### src/rtl/seg7_pkg.sv
// Seven-segment glyph constants and nibble decode for seven_segment_scan.
// Define SEVEN_SEGMENT_SCAN_HEX_EN to decode nibbles A..F; otherwise they show blank.
package seg7_pkg;

  // Segment order is {g,f,e,d,c,b,a}, active-high.
  localparam logic [6:0] SEG_0     = 7'b0111111;
  localparam logic [6:0] SEG_1     = 7'b0000110;
  localparam logic [6:0] SEG_2     = 7'b1011011;
  localparam logic [6:0] SEG_3     = 7'b1001111;
  localparam logic [6:0] SEG_4     = 7'b1100110;
  localparam logic [6:0] SEG_5     = 7'b1101101;
  localparam logic [6:0] SEG_6     = 7'b1111101;
  localparam logic [6:0] SEG_7     = 7'b0000111;
  localparam logic [6:0] SEG_8     = 7'b1111111;
  localparam logic [6:0] SEG_9     = 7'b1101111;
  localparam logic [6:0] SEG_A     = 7'b1110111;
  localparam logic [6:0] SEG_B     = 7'b1111100;
  localparam logic [6:0] SEG_C     = 7'b0111001;
  localparam logic [6:0] SEG_D     = 7'b1011110;
  localparam logic [6:0] SEG_E     = 7'b1111001;
  localparam logic [6:0] SEG_F     = 7'b1110001;
  localparam logic [6:0] SEG_BLANK = 7'b0000000;

`ifdef SEVEN_SEGMENT_SCAN_HEX_EN
  localparam bit HEX_EN = 1'b1;
`else
  localparam bit HEX_EN = 1'b0;
`endif

  function automatic logic [6:0] seg7_glyph(input logic [3:0] nibble);
    logic [6:0] glyph;
    glyph = SEG_BLANK;
    case (nibble)
      4'h0: glyph = SEG_0;
      4'h1: glyph = SEG_1;
      4'h2: glyph = SEG_2;
      4'h3: glyph = SEG_3;
      4'h4: glyph = SEG_4;
      4'h5: glyph = SEG_5;
      4'h6: glyph = SEG_6;
      4'h7: glyph = SEG_7;
      4'h8: glyph = SEG_8;
      4'h9: glyph = SEG_9;
      4'hA: glyph = HEX_EN ? SEG_A : SEG_BLANK;
      4'hB: glyph = HEX_EN ? SEG_B : SEG_BLANK;
      4'hC: glyph = HEX_EN ? SEG_C : SEG_BLANK;
      4'hD: glyph = HEX_EN ? SEG_D : SEG_BLANK;
      4'hE: glyph = HEX_EN ? SEG_E : SEG_BLANK;
      4'hF: glyph = HEX_EN ? SEG_F : SEG_BLANK;
      default: glyph = SEG_BLANK;
    endcase
    return glyph;
  endfunction

endpackage

### src/rtl/seg7_decode.sv
// Combinational nibble-to-segment decoder; honours SEVEN_SEGMENT_SCAN_HEX_EN via seg7_pkg.
module seg7_decode
  import seg7_pkg::*;
(
  input  logic [3:0] nibble,
  output logic [6:0] segments
);

  always_comb begin
    segments = seg7_glyph(nibble);
  end

endmodule

### src/rtl/seven_segment_scan.sv
// Time-multiplexed DIGITS-digit seven-segment driver with programmable dwell and
// optional leading-zero blanking. Macro SEVEN_SEGMENT_SCAN_HEX_EN enables hex glyphs.
module seven_segment_scan
  import seg7_pkg::*;
#(
  parameter int DIGITS = 4,
  parameter int DIV_W  = 8
) (
  input  logic                  clk,
  input  logic                  reset,
  input  logic                  load,
  input  logic [4*DIGITS-1:0]   value,
  input  logic                  blank_lz,
  input  logic [DIV_W-1:0]      refresh_div,
  output logic [6:0]            segments,
  output logic [DIGITS-1:0]     digit_en
);

  localparam int              IDX_W    = $clog2(DIGITS);
  localparam logic [IDX_W-1:0] IDX_LAST = IDX_W'(DIGITS - 1);

  generate
    if (DIGITS < 2) begin : g_bad_digits
      $error("seven_segment_scan: DIGITS must be at least 2");
    end
  endgenerate

  logic [4*DIGITS-1:0] value_r;
  logic [DIV_W-1:0]    pre;
  logic [IDX_W-1:0]    idx;
  logic                tick;
  logic                upper_zero;
  logic [DIGITS-1:1]   blank_mask;
  logic [3:0]          nibble;
  logic                blank;
  logic [6:0]          glyph;

  // Live compare: lowering refresh_div below pre ticks next cycle instead of wrapping.
  assign tick = (pre >= refresh_div);

  // NOTE: sequential state uses non-blocking assignments so every register
  // samples pre-edge values, regardless of process evaluation order.
  always_ff @(posedge clk) begin
    if (reset) begin
      value_r <= '0;
      pre     <= '0;
      idx     <= '0;
    end else begin
      if (load) begin
        value_r <= value;
      end
      pre <= tick ? '0 : pre + 1'b1;
      if (tick) begin
        idx <= (idx == IDX_LAST) ? '0 : idx + 1'b1;
      end
    end
  end

  // NOTE: every output of a combinational block is given a default before any
  // conditional logic, so no path leaves a variable unassigned and infers a latch.
  always_comb begin
    upper_zero = 1'b1;
    blank_mask = '0;
    for (int i = DIGITS - 1; i > 0; i--) begin
      upper_zero    = upper_zero && (value_r[4*i +: 4] == 4'h0);
      blank_mask[i] = blank_lz && upper_zero;
    end
  end

  // Digit 0 is the default selection and is never blanked.
  always_comb begin
    nibble = value_r[3:0];
    blank  = 1'b0;
    for (int i = 1; i < DIGITS; i++) begin
      if (idx == IDX_W'(i)) begin
        nibble = value_r[4*i +: 4];
        blank  = blank_mask[i];
      end
    end
  end

  seg7_decode u_decode (
    .nibble   (nibble),
    .segments (glyph)
  );

  // Both outputs register on the same edge so the pins never show a mixed digit.
  always_ff @(posedge clk) begin
    if (reset) begin
      segments <= SEG_BLANK;
      digit_en <= '0;
    end else begin
      segments <= blank ? SEG_BLANK : glyph;
      digit_en <= DIGITS'(1) << idx;
    end
  end

endmodule

### config.mk
export PLATFORM = sky130hd
export DESIGN_NAME = seven_segment_scan
export DESIGN_NICKNAME = d
export VERILOG_FILES = /design/src/rtl/seg7_pkg.sv /design/src/rtl/seg7_decode.sv /design/src/rtl/seven_segment_scan.sv
export SDC_FILE = /design/constraint.sdc
export NUM_CORES = 1
export LEC_CHECK = 0
export CAP_MARGIN = 0
export CORE_MARGIN = 2
export CORE_UTILIZATION = 46
export CTS_CLUSTER_DIAMETER = 30
export CTS_CLUSTER_SIZE = 20
export DETAILED_ROUTE_END_ITERATION = 10
export HOLD_SLACK_MARGIN = 0.1
export PLACE_DENSITY = 0.77
export SYNTH_ARGS = -nofsm -noshare
export SYNTH_HDL_FRONTEND = slang
export SYNTH_HIERARCHICAL = 1
export SYNTH_SLANG_ARGS = --single-unit
### constraint.sdc
create_clock -name clk -period 2.45 [get_ports clk]
set_input_delay 0.3675 -clock clk [delete_from_list [all_inputs] [get_ports clk]]
set_output_delay 0.3675 -clock clk [all_outputs]
set_load 0.02 [all_outputs]
; Word-level counts from Yosys, hierarchy flattened
; Memories as Yosys holds them, arrays and structs flattened. A register that Yosys moved wholly into a read port is not among the register bits.
; Cells that the tools add are included.
[word_totals]
reg_bits = 30
romBits = 112
wordCells = 29
n_memories = 1
[op_classes]
add_sub_neg = 2
n_lt_le_gt_ge = 1
eq_ne = 3
shifts = 1
mux = 7
reduce_logical = 10
[mem_list]
columns = memory, words, width, read_ports, rd_clocked_by_memory_dff, write_ports, line_no
row1 = (name not given), 16, 7, 1, 1, 0, seg7_pkg.sv:33  ; case (nibble)
[op_table]
columns = operator, n
row1 = 4-bit logical NOT, 3
row2 = 4-bit two-way mux, 3
row3 = 8-bit by 1-bit adder with 8-bit output (second input constant), 1
row4 = 8-bit greater-or-equal comparator, 1
row5 = 1-bit logical AND, 5
row6 = 2-bit == test (second input constant), 2
row7 = 2-bit OR reduction, 2
row8 = 1-bit by 2-bit << shifter with 4-bit output (first input constant), 1
row9 = 1-bit two-way mux, 3
row10 = 2-bit by 1-bit adder with 2-bit output (second input constant), 1
row11 = 2-bit by 1-bit == test with 1-bit output (second input constant), 1
row12 = 2-bit two-way mux, 1

; Depth between registers and ports, before layout
[logic_depth]
depth_word = 8
ltp_mapped = 13

; Cells and area by module
; Netlist, hierarchy kept.
[modules_own_cells]
columns = mod, n_inst, cells_per_inst, area_per_inst_um2
row1 = seven_segment_scan, 1, 181, 1684.1
row2 = seg7_decode, 1, 30, 217.7

; Worst setup path before layout
; Ideal clock, no wire load.
[synth_path]
kind = flip-flop to flip-flop
start = reg idx[1]
end = reg segments[0]
setup_time_ps = 80
arrival_time_ps = 2401
slack_ps = -31
stages_incl_launch_ff = 14
period_less_slack_ps = 2481
path_cell_list = dfxtp_1 -> inv_1 -> ha_1 -> buf_2 -> mux2i_1 -> nor2_1 -> a21oi_1 -> o21ai_0 -> inv_1 -> ha_1 -> nor2_1 -> a21oi_2 -> o22ai_1 -> nor3b_1
[synth_lines]
columns = item, line_no
row1 = from (decl), seven_segment_scan.sv:30  ; logic [IDX_W-1:0] idx;
row2 = from (signal assigned), seven_segment_scan.sv:54  ; idx <= (idx == IDX_LAST) ? '0 : idx + 1'b1;
row3 = 2-bit by 1-bit == test with 1-bit output, seven_segment_scan.sv:75  ; if (idx == IDX_W'(i)) begin
row4 = 4-bit two-way mux (2 in a row), seven_segment_scan.sv:75
row5 = 4-bit two-way mux (*), seven_segment_scan.sv:75
row6 = named net nibble[1], seven_segment_scan.sv:34  ; logic [3:0] nibble;
row7 = to (decl), seven_segment_scan.sv:15  ; output logic [6:0] segments,
; Mark *: on every way through the listed nets, which the timed path passes. The rest lies on a longest branch.
; A chain may end at the register's enable or synchronous reset.

; Final worst setup path
[layout_path]
start = reg idx[0]
end = reg segments[1]
; Same word-level chain as after synthesis.

==> impl_metrics.py <==
metrics = {
    "synthesis": {
        "synth_cell_types": 34,
        "yosysSeqAreaShare_pct": 38.9,
        "synth_most_common_cell": "dfxtp_1",
        "synthFlopType": "dfxtp_1",
        "synth.avg_cell_area_sq_um": 9.01,
        "synthTopCellsByArea": "dfxtp_1 39%, ha_1 12%, mux2i_1 11%, nor2_1 6.5%, nor3b_1 2.8%",
        "yosys-top-cells-count": "37 x dfxtp_1, 33 x nor2_1, 21 x mux2i_1",
        "synthCells": 211,
        "synth_edf_count": 0,
        "syn-num-nets": 257,
        "synth_top_cell_by_area": "dfxtp_1",
        "synth_seq_cells": 37,
        "synthArstFlopShare_pct": 0,
        "synth_top_cell_area_share_pct": 38.9,
        "syn_area_sq_mm": 0.00190,
        "ys.warnings.count": 6,
    },
    "setup_path": {
        "critical_path.max_fanout": 9,
        "rr_worst_depth": 9,
        "cp-endpoint": "segments[1]",
        "r2r-end": "segments[1]",
        "crit_path_end_kind": "register",
        "arrival_ns": 2.49,
        "crit_path_start": "idx[0]",
        "ff2ff_setup_slack_ns": 0.16,
        "required_ns": 2.65,
        "r2r-start": "idx[0]",
        "startpoint_type": "register",
        "crit_type": "reg2reg",
    },
    "pwr": {
        "combPwrFrac_pct": 17.6,
        "power_leakage_nw": 1.03,
        "ir_drop_v": 0.000399,
        "switching_share_pct": 25.3,
        "pwr_density_cell_mw_per_mm2": 561,
        "seq_power_share_pct": 48.0,
        "power_mw": 1.37,
        "clkPwrFrac_pct": 34.4,
        "p_switching_mw": 0.346,
        "p_int_mw": 1.02,
    },
    "timing": {
        "drv_slew": 0,
        "setup_tns_ns": 0,
        "skew_ns": 0.00610,
        "timing.final.crit_share_pct": 93.4,
        "period_needed_ns": 2.29,
        "rsz0062_at_grt": "no",
        "worstMarginPinSlew_ns": 0.450,
        "fmax_mhz": 437,
        "relSlewSlack_pct": 69.9,
        "finalHoldViolCount": 0,
        "setup_viol": 0,
    },
    "clock_tree": {
        "clkSinkCount": 37,
        "clockBufferDepth": 2,
        "clock_latency_ns": 0.28,
        "hold_buffers": 0,
        "cts_buffers": 5,
        "root_buffer": "clkbuf_8",
        "cts_tree": "built",
        "clk_pin_slew_ns": 0.07,
        "htreeDepth": 2,
    },
    "route": {
        "final_antenna_net_count": 0,
        "via_count": 1523,
        "vias_per_cell": 5.04,
        "drt_wl_total_microns": 3560,
        "first_iter_violations": 57,
        "drt_pass1_iterations": 4,
        "drc_errors": 0,
        "wire_per_inst_microns": 11.8,
    },
    "global_route": {
        "track_usage_pct": 17.7,
        "grt_pass1_vias": 1422,
        "grt_pass1_wl_microns": 6250,
        "grt_max_degree": 21,
        "antenna_found_initial": 0,
        "grt_overflow": 0,
    },
    "place": {
        "gp_congestion": 0.809,
        "postPlaceCellArea_sq_mm": 0.00233,
        "place.detailed.instances": 294,
        "port_buffers": 38,
        "dp_hpwl_microns": 2680,
    },
    "final_layout": {
        "num_antenna_cells": 0,
        "nets": 297,
        "drive_above_1_share_pct": 7.94,
        "area_growth_pct": 28.0,
        "finalInstanceArea_sq_mm": 0.00243,
        "stdcell_count": 302,
    },
    "floorplan": {
        "initial_core_util_pct": 47.5,
        "core-area_sq_mm": 0.00400,
        "pin_count": 39,
        "die_h_microns": 68.3,
        "rows": 23,
        "fp.dieW_microns": 68.3,
        "die-area_sq_mm": 0.00466,
    },
    "hold_path": {
        "min_path_cells": 1,
        "hold_class": "reg2reg",
    },
    "run_status": {
        "status": "completed",
    },
    "run": {
        "cap_violations": 0,
    },
}
-- stage by stage --
stage | worst slack (ns) | hold slack, ns | utilization [%]
after global routing | 0.0272 | 0.520 | 60.8
after floorplan | 0.183 | 0.430 | -
after detailed placement | 0.0227 | 0.458 | 58.2
after CTS | 0.00752 | 0.475 | 60.7
final | 0.162 | 0.475 | 60.8
after global placement | 0.113 | 0.450 | 58.2
-- state kept, by name (all words and copies together), names as in the netlist --
signal    count
digit_en      4
idx           2
pre           8
segments      7
value_r      16
-- layout by cell type (no fill, tap or decap), types with 2 or more instances in the layout --
master / count
a211oi_1: 2
o22ai_1: 3
ha_1: 18
o21ai_0: 4
nor3b_1: 7
nor2_1: 33
o21ai_1: 5
a21oi_1: 10
inv_1: 13
xnor2_1: 5
dfxtp_1: 37
nand2_1: 11
o21a_1: 3
xor2_1: 2
o21ai_2: 2
clkdlybuf4s50_1: 38
nand3_1: 4
nor4_1: 3
nor3_1: 7
and3_1: 2
buf_4: 5
mux2i_1: 21
clkbuf_8: 7
-- critical path, cell delays in order, from the launching register on --
cell     delay, ns
dfxtp_1       0.43
inv_1         0.12
ha_1          0.30
nor2_1        0.14
a21oi_1       0.05
o21ai_1       0.27
inv_1         0.17
ha_1          0.34
o21ai_0       0.16
nor3b_1       0.22
-- cells by family (layout without fill, tap and decap cells) --
| kind of cell | Yosys count | after routing | share of synthesized area [%] |
|---|---|---|---|
| DFF | 37 | 37 | 38.9 |
| and+or+nand+nor | 71 | 71 | 17.6 |
| adders and majority gates | 18 | 18 | 11.8 |
| xor gates and xnor gates | 7 | 7 | 3.22 |
| AOI/OAI and AO/OA | 33 | 33 | 11.3 |
| buffers and inverters | 23 | 64 | 5.40 |
| muxes | 22 | 22 | 11.6 |
-- metal layers --
metal	up-vias	track usage, %	part of all wire, %
li1	800	-	-
met1	695	23.9	51
met2	26	27.1	45
met3	2	4.44	3.1
met4	0	6.75	0.76
met5	-	0	0
-- worst min path at each step --
stage	start	end	slack (ns)
2_1_floorplan	pre[0]	pre[0]	0.43
3_3_place_gp	pre[0]	pre[0]	0.45
3_5_place_dp	pre[0]	pre[0]	0.46
4_1_cts	pre[0]	pre[0]	0.48
5_1_grt	pre[0]	pre[0]	0.52
6_report	pre[0]	pre[0]	0.48
-- power by group through the flow --
stage          logic, mW  registers (mW)  clock network [mW]
3_5_place_dp       0.240           0.669                   0
2_1_floorplan      0.131           0.682                   0
6_report           0.240           0.655               0.469
4_1_cts            0.242           0.656               0.480
3_3_place_gp       0.236           0.670                   0
5_1_grt            0.269           0.660               0.503
-- final cells by class --
type,count,area [sq um]
Timing Repair Buffer,43,418
Sequential cell,37,741
Fill cell,371,1570
Inverter,13,48.8
Clock inverter,1,5.00
Clock buffer,7,96.3
Multi-Input combinational cell,151,1060
Tap cell,50,62.6
-- timing repair --
action,in CTS,in global routing
setup endpoints to repair,0,7
buffers inserted,0,0
resized for setup,0,3
endpoints found under the hold margin,0,0
(Power assumes the default switching activity.)
